<file path="src/rtl/lsu_pkg.sv">
// Shared definitions for the load/store unit: funct3 size codes, FSM state encoding
// and the size/legality helpers used by the decoder.
package lsu_pkg;

  localparam logic [2:0] LSU_B  = 3'b000;
  localparam logic [2:0] LSU_H  = 3'b001;
  localparam logic [2:0] LSU_W  = 3'b010;
  localparam logic [2:0] LSU_D  = 3'b011;
  localparam logic [2:0] LSU_BU = 3'b100;
  localparam logic [2:0] LSU_HU = 3'b101;
  localparam logic [2:0] LSU_WU = 3'b110;

  typedef enum logic [2:0] {
    LSU_IDLE  = 3'd0,
    LSU_REQ   = 3'd1,
    LSU_WAIT  = 3'd2,
    LSU_RESP  = 3'd3,
    LSU_REQ2  = 3'd4,
    LSU_WAIT2 = 3'd5
  } lsu_state_e;

  function automatic logic [3:0] size_bytes(input logic [2:0] funct3);
    logic [3:0] n;
    case (funct3[1:0])
      2'b00:   n = 4'd1;
      2'b01:   n = 4'd2;
      2'b10:   n = 4'd4;
      default: n = 4'd8;
    endcase
    return n;
  endfunction

  // Doubleword and LWU only exist on a 64-bit datapath; stores have no unsigned forms.
  function automatic logic is_legal(input logic [2:0] funct3, input logic we, input int xlen);
    logic ok;
    logic wide;
    wide = (xlen == 64);
    if (we) begin
      ok = (funct3 == LSU_B) || (funct3 == LSU_H) || (funct3 == LSU_W) ||
           ((funct3 == LSU_D) && wide);
    end else begin
      case (funct3)
        LSU_B, LSU_H, LSU_W, LSU_BU, LSU_HU: ok = 1'b1;
        LSU_D, LSU_WU:                       ok = wide;
        default:                             ok = 1'b0;
      endcase
    end
    return ok;
  endfunction

endpackage

</file>
<file path="src/rtl/lsu_lane_align.sv">
// Combinational lane steering: store byte-enable/data shift and load shift/extend,
// both computed over a two-word window so boundary-crossing accesses fall out naturally.
module lsu_lane_align
  import lsu_pkg::*;
#(
  parameter int XLEN = 32
) (
  input  logic [2:0]                  funct3,
  input  logic [$clog2(XLEN/8)-1:0]   off,
  input  logic [XLEN-1:0]             st_data,
  output logic [2*(XLEN/8)-1:0]       st_be,
  output logic [2*XLEN-1:0]           st_wdata,
  input  logic [2*XLEN-1:0]           ld_raw,
  output logic [XLEN-1:0]             ld_data
);

  localparam int NB    = XLEN / 8;
  localparam int OFF_W = $clog2(NB);

  logic [2*NB-1:0]  size_mask;
  logic [OFF_W+2:0] bit_off;
  logic [XLEN-1:0]  ld_shift;

  assign bit_off = {off, 3'b000};

  always_comb begin
    case (size_bytes(funct3))
      4'd1:    size_mask = (2*NB)'(8'h01);
      4'd2:    size_mask = (2*NB)'(8'h03);
      4'd4:    size_mask = (2*NB)'(8'h0F);
      default: size_mask = (2*NB)'(8'hFF);
    endcase
  end

  assign st_be    = size_mask << off;
  assign st_wdata = {{XLEN{1'b0}}, st_data} << bit_off;

  // Upper window half carries the second beat of a split load; it is zero otherwise.
  assign ld_shift = XLEN'(ld_raw >> bit_off);

  always_comb begin
    ld_data = '0;
    case (funct3)
      LSU_B:   ld_data = XLEN'($signed(ld_shift[7:0]));
      LSU_BU:  ld_data = XLEN'(ld_shift[7:0]);
      LSU_H:   ld_data = XLEN'($signed(ld_shift[15:0]));
      LSU_HU:  ld_data = XLEN'(ld_shift[15:0]);
      LSU_W:   ld_data = XLEN'($signed(ld_shift[31:0]));
      LSU_WU:  ld_data = XLEN'(ld_shift[31:0]);
      default: ld_data = ld_shift;
    endcase
  end

endmodule

</file>
<file path="src/rtl/lsu_mem_if.sv">
// Handshaked multi-cycle load/store unit between execute and the data memory port.
// Optional build macro LSU_MISALIGNED_SPLIT_EN splits boundary-crossing accesses into two beats.
module lsu_mem_if
  import lsu_pkg::*;
#(
  parameter int XLEN   = 32,
  parameter int ADDR_W = 32
) (
  input  logic                 clk,
  input  logic                 rst_n,
  input  logic                 req_valid,
  output logic                 req_ready,
  input  logic                 req_we,
  input  logic [2:0]           req_funct3,
  input  logic [ADDR_W-1:0]    req_addr,
  input  logic [XLEN-1:0]      req_wdata,
  output logic                 rsp_valid,
  output logic [XLEN-1:0]      rsp_rdata,
  output logic                 rsp_err,
  output logic                 mem_req,
  input  logic                 mem_gnt,
  output logic                 mem_we,
  output logic [ADDR_W-1:0]    mem_addr,
  output logic [XLEN/8-1:0]    mem_be,
  output logic [XLEN-1:0]      mem_wdata,
  input  logic                 mem_rvalid,
  input  logic [XLEN-1:0]      mem_rdata,
  input  logic                 mem_err
);

  localparam int NB    = XLEN / 8;
  localparam int OFF_W = $clog2(NB);

  localparam logic [2:0] ST_IDLE  = LSU_IDLE;
  localparam logic [2:0] ST_REQ   = LSU_REQ;
  localparam logic [2:0] ST_WAIT  = LSU_WAIT;
  localparam logic [2:0] ST_RESP  = LSU_RESP;
`ifdef LSU_MISALIGNED_SPLIT_EN
  localparam logic [2:0] ST_REQ2  = LSU_REQ2;
  localparam logic [2:0] ST_WAIT2 = LSU_WAIT2;
  localparam bit SPLIT_EN = 1'b1;
`else
  localparam bit SPLIT_EN = 1'b0;
`endif

  logic [2:0]        state;
  logic              out_en;
  logic              we_q;
  logic [2:0]        f3_q;
  logic [ADDR_W-1:0] addr_q;
  logic [XLEN-1:0]   wdata_q;
  logic              err_q;
  logic [XLEN-1:0]   rdata_q;
`ifdef LSU_MISALIGNED_SPLIT_EN
  logic              split_q;
  logic [XLEN-1:0]   beat1_q;
  logic              req_cross;
`endif

  logic              req_legal;
  logic              req_misal;
  logic [OFF_W-1:0]  size_m1;
  logic              second_beat;
  logic [ADDR_W-1:0] base_addr;
  logic [2*NB-1:0]   st_be;
  logic [2*XLEN-1:0] st_wdata;
  logic [2*XLEN-1:0] ld_raw;
  logic [XLEN-1:0]   ld_data;

  assign req_legal = is_legal(req_funct3, req_we, XLEN);
  assign size_m1   = OFF_W'(size_bytes(req_funct3) - 4'd1);
  assign req_misal = |(req_addr[OFF_W-1:0] & size_m1);

`ifdef LSU_MISALIGNED_SPLIT_EN
  assign req_cross   = (int'(req_addr[OFF_W-1:0]) + int'(size_bytes(req_funct3))) > NB;
  assign second_beat = (state == ST_REQ2) || (state == ST_WAIT2);
  assign mem_req     = (state == ST_REQ) || (state == ST_REQ2);
  assign ld_raw      = second_beat ? {mem_rdata, beat1_q} : {{XLEN{1'b0}}, mem_rdata};
`else
  assign second_beat = 1'b0;
  assign mem_req     = (state == ST_REQ);
  assign ld_raw      = {{XLEN{1'b0}}, mem_rdata};
`endif

  lsu_lane_align #(.XLEN(XLEN)) u_align (
    .funct3   (f3_q),
    .off      (addr_q[OFF_W-1:0]),
    .st_data  (wdata_q),
    .st_be    (st_be),
    .st_wdata (st_wdata),
    .ld_raw   (ld_raw),
    .ld_data  (ld_data)
  );

  assign base_addr = {addr_q[ADDR_W-1:OFF_W], {OFF_W{1'b0}}};

  // Memory-side outputs are held at zero outside the request states.
  always_comb begin
    mem_we    = 1'b0;
    mem_addr  = '0;
    mem_be    = '0;
    mem_wdata = '0;
    if (mem_req) begin
      mem_we   = we_q;
      mem_addr = second_beat ? (base_addr + ADDR_W'(NB)) : base_addr;
      mem_be   = second_beat ? st_be[2*NB-1:NB] : st_be[NB-1:0];
      if (we_q) begin
        mem_wdata = second_beat ? st_wdata[2*XLEN-1:XLEN] : st_wdata[XLEN-1:0];
      end
    end
  end

  assign req_ready = out_en && (state == ST_IDLE);
  assign rsp_valid = (state == ST_RESP);
  assign rsp_rdata = rsp_valid ? rdata_q : '0;
  assign rsp_err   = rsp_valid && err_q;

  // out_en keeps req_ready low until the first cycle after reset is released.
  always_ff @(posedge clk) begin
    if (!rst_n) begin
      state   <= ST_IDLE;
      out_en  <= 1'b0;
      we_q    <= 1'b0;
      f3_q    <= '0;
      addr_q  <= '0;
      wdata_q <= '0;
      err_q   <= 1'b0;
      rdata_q <= '0;
`ifdef LSU_MISALIGNED_SPLIT_EN
      split_q <= 1'b0;
      beat1_q <= '0;
`endif
    end else begin
      out_en <= 1'b1;
      case (state)
        ST_IDLE: begin
          if (req_valid && req_ready) begin
            we_q    <= req_we;
            f3_q    <= req_funct3;
            addr_q  <= req_addr;
            wdata_q <= req_wdata;
            rdata_q <= '0;
            err_q   <= 1'b0;
`ifdef LSU_MISALIGNED_SPLIT_EN
            split_q <= req_misal && req_cross;
`endif
            if (!req_legal || (req_misal && !SPLIT_EN)) begin
              err_q <= 1'b1;
              state <= ST_RESP;
            end else begin
              state <= ST_REQ;
            end
          end
        end
        ST_REQ: begin
          if (mem_gnt) state <= ST_WAIT;
        end
        ST_WAIT: begin
          if (mem_rvalid) begin
`ifdef LSU_MISALIGNED_SPLIT_EN
            if (split_q && !mem_err) begin
              beat1_q <= mem_rdata;
              state   <= ST_REQ2;
            end else
`endif
            begin
              err_q   <= mem_err;
              rdata_q <= (mem_err || we_q) ? '0 : ld_data;
              state   <= ST_RESP;
            end
          end
        end
`ifdef LSU_MISALIGNED_SPLIT_EN
        ST_REQ2: begin
          if (mem_gnt) state <= ST_WAIT2;
        end
        ST_WAIT2: begin
          if (mem_rvalid) begin
            err_q   <= mem_err;
            rdata_q <= (mem_err || we_q) ? '0 : ld_data;
            state   <= ST_RESP;
          end
        end
`endif
        ST_RESP: state <= ST_IDLE;
        default: state <= ST_IDLE;
      endcase
    end
  end

endmodule
</file>
<file path="config.mk">
export PLATFORM = sky130hd
export DESIGN_NAME = lsu_mem_if
export DESIGN_NICKNAME = d
export VERILOG_FILES = /design/src/rtl/lsu_pkg.sv /design/src/rtl/lsu_lane_align.sv /design/src/rtl/lsu_mem_if.sv
export SDC_FILE = /design/constraint.sdc
export NUM_CORES = 1
export LEC_CHECK = 0
export ABC_AREA = 1
export CORE_MARGIN = 1
export CORE_UTILIZATION = 45
export DETAILED_ROUTE_END_ITERATION = 7
export GPL_ROUTABILITY_DRIVEN = 0
export PLACE_DENSITY = 0.78
export SLEW_MARGIN = 10
export SYNTH_ARGS = -nofsm -noshare
export SYNTH_HDL_FRONTEND = slang
export SYNTH_SLANG_ARGS = --single-unit
</file>
<file path="constraint.sdc">
create_clock -name clk -period 2.01 [get_ports clk]
set_input_delay 0.603 -clock clk [delete_from_list [all_inputs] [get_ports clk]]
set_output_delay 0.603 -clock clk [all_outputs]
set_load 0.03 [all_outputs]
</file>
==> qor.yml <==
outcome:
  status: "complete, but fails checks"
  failed_checks: "negative setup slack"
floorplanning:
  core_um2: 12200
  die_w_um: 115
  fp-row-count: 40
  io-pin-count: 211
  fp.dieArea_um2: 13200
  die_y_um: 115
  initial_core_util_pct: 47.1
drt:
  ant_nets: 0
  vias_per_cell: 5.36
  drt_iter0_markers: 728
  wl_per_cell_um: 16.5
  drc_errors: 0
  dr.pass1.iters: 6
  vias: 7022
  routed_wl_um: 21700
synthesis:
  synth_top_family_by_area: "simple AND/OR/NAND/NOR gates"
  yosys.area_share.simple_pct: 27.7
  synth-xor-area-share_pct: 0
  synth-compound-area-share_pct: 20.9
  synth_seq_area_share_pct: 36.2
  avgSynthCellArea_um2: 6.34
  ys_types: 29
  syn_area_um2: 5750
  synthAdderAreaFrac_pct: 0.871
  synthCells: 907
  ys_seq_elements: 104
  ys_warn_count: 0
  synthMuxAreaShare_pct: 0
sta:
  hold_viol_final: 0
  rsz0062_at_grt: "yes"
  fin_ws_ns: -0.290
  maxSlewViolCount: 0
  fin_skew_ns: 0.00682
  min_period_ns: 2.30
  fin_crit_sh_pct: 114
  max_freq_ghz: 0.435
  setup_viol: 101
  tns_ns: -20.54
global_routing:
  grt_max_degree: 39
  antenna_found_initial: 0
  gr-total-overflow: 0
  grt_pass1_vias: 6315
  grt_pass1_wl_um: 31500
  globalRouteTotalUtil_pct: 30.4
worst_setup_path:
  crit_type: "register to primary output"
  cp_max_fo: 8
  rr_endpoint: "rdata_q[28]$_SDFFE_PN0P_"
  crit_buf_inv: 5
  start_kind: "register"
  reg2reg_depth: 12
  cp-end-kind: "primary output"
  arrival_ns: 1.70
  slowest_delay_ns: 0.33
  cp_slowest_cell: "dfxtp_2"
  reg2reg_setup_slack_ns: 0.06
  path_delay_family: "buffers and inverters"
  timing.critical_path.cells: "inv_2 > ha_4 > buf_4 > buf_8 > buf_12 > nand2_8 > nor2_4 > buf_6"
  r2r-start: "state[1]$_SDFFE_PN0P_"
  cp.required_ns: 1.41
min_path:
  hp-class: "register to register"
  holdPathStages: 2
  whs_endpoint: "wdata_q[26]$_SDFFE_PN0P_"
  hold_start: "wdata_q[26]$_SDFFE_PN0P_"
cells_and_area:
  antennaDiodeCount: 0
  layout.cells.non_filler: 1311
  drive_gt1_share_pct: 35.6
  syn2layout_area_growth_pct: 77.3
  layout.nets: 1248
  final_util_pct: 83.5
clocking:
  cts-root-buf: "clkbuf_16"
  clkLatencyLatePin_ns: 0.35
  htree_levels: 3
  clkSinkCount: 104
  clk_path_buf_depth: 2
  tritoncts: "built"
  holdBufCountCts: 0
  cts_made_buffers: 9
  path_clk_slew_ns: 0.07
placed_design:
  hpwl_um: 12700
  numPlacedInstances: 1270
  port_buffers: 208
  place_ws_ns: -0.0875
job:
  drv_cap: 0
power_and_ir_drop:
  ir_worst_vdd_mv: 0.686
  p_total_w: 0.00829
  power_leakage_nw: 4.99
  p_per_area_nw_per_um2: 813
## worst max-delay path by stage
stage	start	end	slack [ns]	depth (start not counted)
final	state[1]$_SDFFE_PN0P_	mem_be[0]	-0.29	8
after global routing	state[1]$_SDFFE_PN0P_	mem_be[0]	-0.34	8
after CTS	state[1]$_SDFFE_PN0P_	mem_wdata[25]	-0.26	9
after detailed placement	req_valid	rdata_q[22]$_SDFFE_PN0P_	-0.09	8
after global placement	wdata_q[7]$_SDFFE_PN0P_	mem_wdata[15]	-0.05	6
after floorplan	state[0]$_SDFFE_PN0P_	rsp_rdata[10]	-0.09	5
## where the power goes
group / internal (W) / switching, W / leakage, nW
registers: 0.00229 / 0.000180 / 0.848
clock network: 0.00113 / 0.000826 / 0.163
logic: 0.00163 / 0.00223 / 3.98
## cells in the mapped netlist
| cell | count | area, um^2 |
|---|---|---|
| inv_1 | 117 | 439 |
| nor3_1 | 2 | 10.0 |
| nand2_1 | 272 | 1020 |
| nor2_4 | 2 | 22.5 |
| buf_1 | 2 | 7.51 |
| buf_4 | 7 | 52.6 |
| ha_1 | 4 | 50.1 |
| o21a_1 | 1 | 7.51 |
| dfxtp_1 | 104 | 2080 |
| nand2_4 | 1 | 11.3 |
| o21ai_0 | 86 | 430 |
| buf_12 | 1 | 20.0 |
| inv_8 | 1 | 11.3 |
| buf_6 | 3 | 33.8 |
| a221oi_1 | 1 | 8.76 |
| nand2_2 | 12 | 75.1 |
| nand3_1 | 46 | 230 |
| clkbuf_1 | 35 | 131 |
| clkinv_2 | 1 | 5.00 |
| nand3_2 | 2 | 20.0 |
| nand3_4 | 3 | 52.6 |
| conb_1 | 1 | 3.75 |
| buf_2 | 21 | 105 |
| o21ai_1 | 3 | 15.0 |
| a21oi_1 | 109 | 546 |
| o22ai_1 | 16 | 100 |
| nor2_1 | 40 | 150 |
| a21oi_2 | 11 | 96.3 |
| inv_2 | 3 | 11.3 |
## logic make-up (layout without fill, tap and decap cells)
family,Yosys count,count (layout)
compound gates,227,227
flops,104,104
other cells,1,2
fa+ha+maj,4,4
buf+inv,191,425
simple gates,380,381
## area by class of cell
type | instances | area [um^2]
multi-input cells | 614 | 3770
repair buffers | 287 | 3320
flip-flops and latches | 104 | 2090
fillers | 745 | 2020
inverters | 122 | 474
clock buffers | 10 | 239
well taps | 168 | 210
clock inverters | 6 | 91.3
## timing repair
item                                    in CTS  in global routing
hold endpoints to repair                     0                  0
cloned                                      10                  3
resized for setup                          104                233
buffers inserted                             5                 11
pin swaps                                   10                 55
endpoints found under the setup margin     106                119
## metal layers
metal,part of all wire [%],vias up,global-route usage [%]
met5,0,-,0
met4,2.1,0,9.52
met3,8.7,42,6.91
met2,50,344,50.2
met1,40,3299,39.2
li1,-,3337,-
## metrics by stage
stage,hold slack [ns],instance area [um^2]
2_1_floorplan,0.437,6240
3_3_place_gp,0.450,8430
3_5_place_dp,0.454,8430
4_1_cts,0.467,9430
5_1_grt,0.487,10200
6_report,0.468,10200
## flip-flops by register name (all words and copies together), names as in the netlist
register  flops
addr_q       32
err_q         1
f3_q          3
out_en        1
rdata_q      32
state         2
wdata_q      32
we_q          1
## cells in the final DEF, fill, tap and decap left out, drive strengths merged
cell type | synthesis | final
inv | 121 | 122
nand3 | 51 | 51
clkbuf | 35 | 13
bufinv | 0 | 2
conb | 1 | 2
o21ai | 89 | 89
buf | 34 | 178
clkdlybuf4s50 | 0 | 105
a221oi | 1 | 1
dfxtp | 104 | 104
nor2 | 42 | 42
nor3 | 2 | 2
bufbuf | 0 | 1
a21oi | 120 | 120
ha | 4 | 4
o22ai | 16 | 16
o21a | 1 | 1
clkinv | 1 | 4
nand2 | 285 | 286
## worst min-delay path: stages, from the launching register on
cell     delay [ns]
dfxtp_1        0.31
nand2_1        0.06
a21oi_1        0.05
Power figures use the tool's default switching activity.
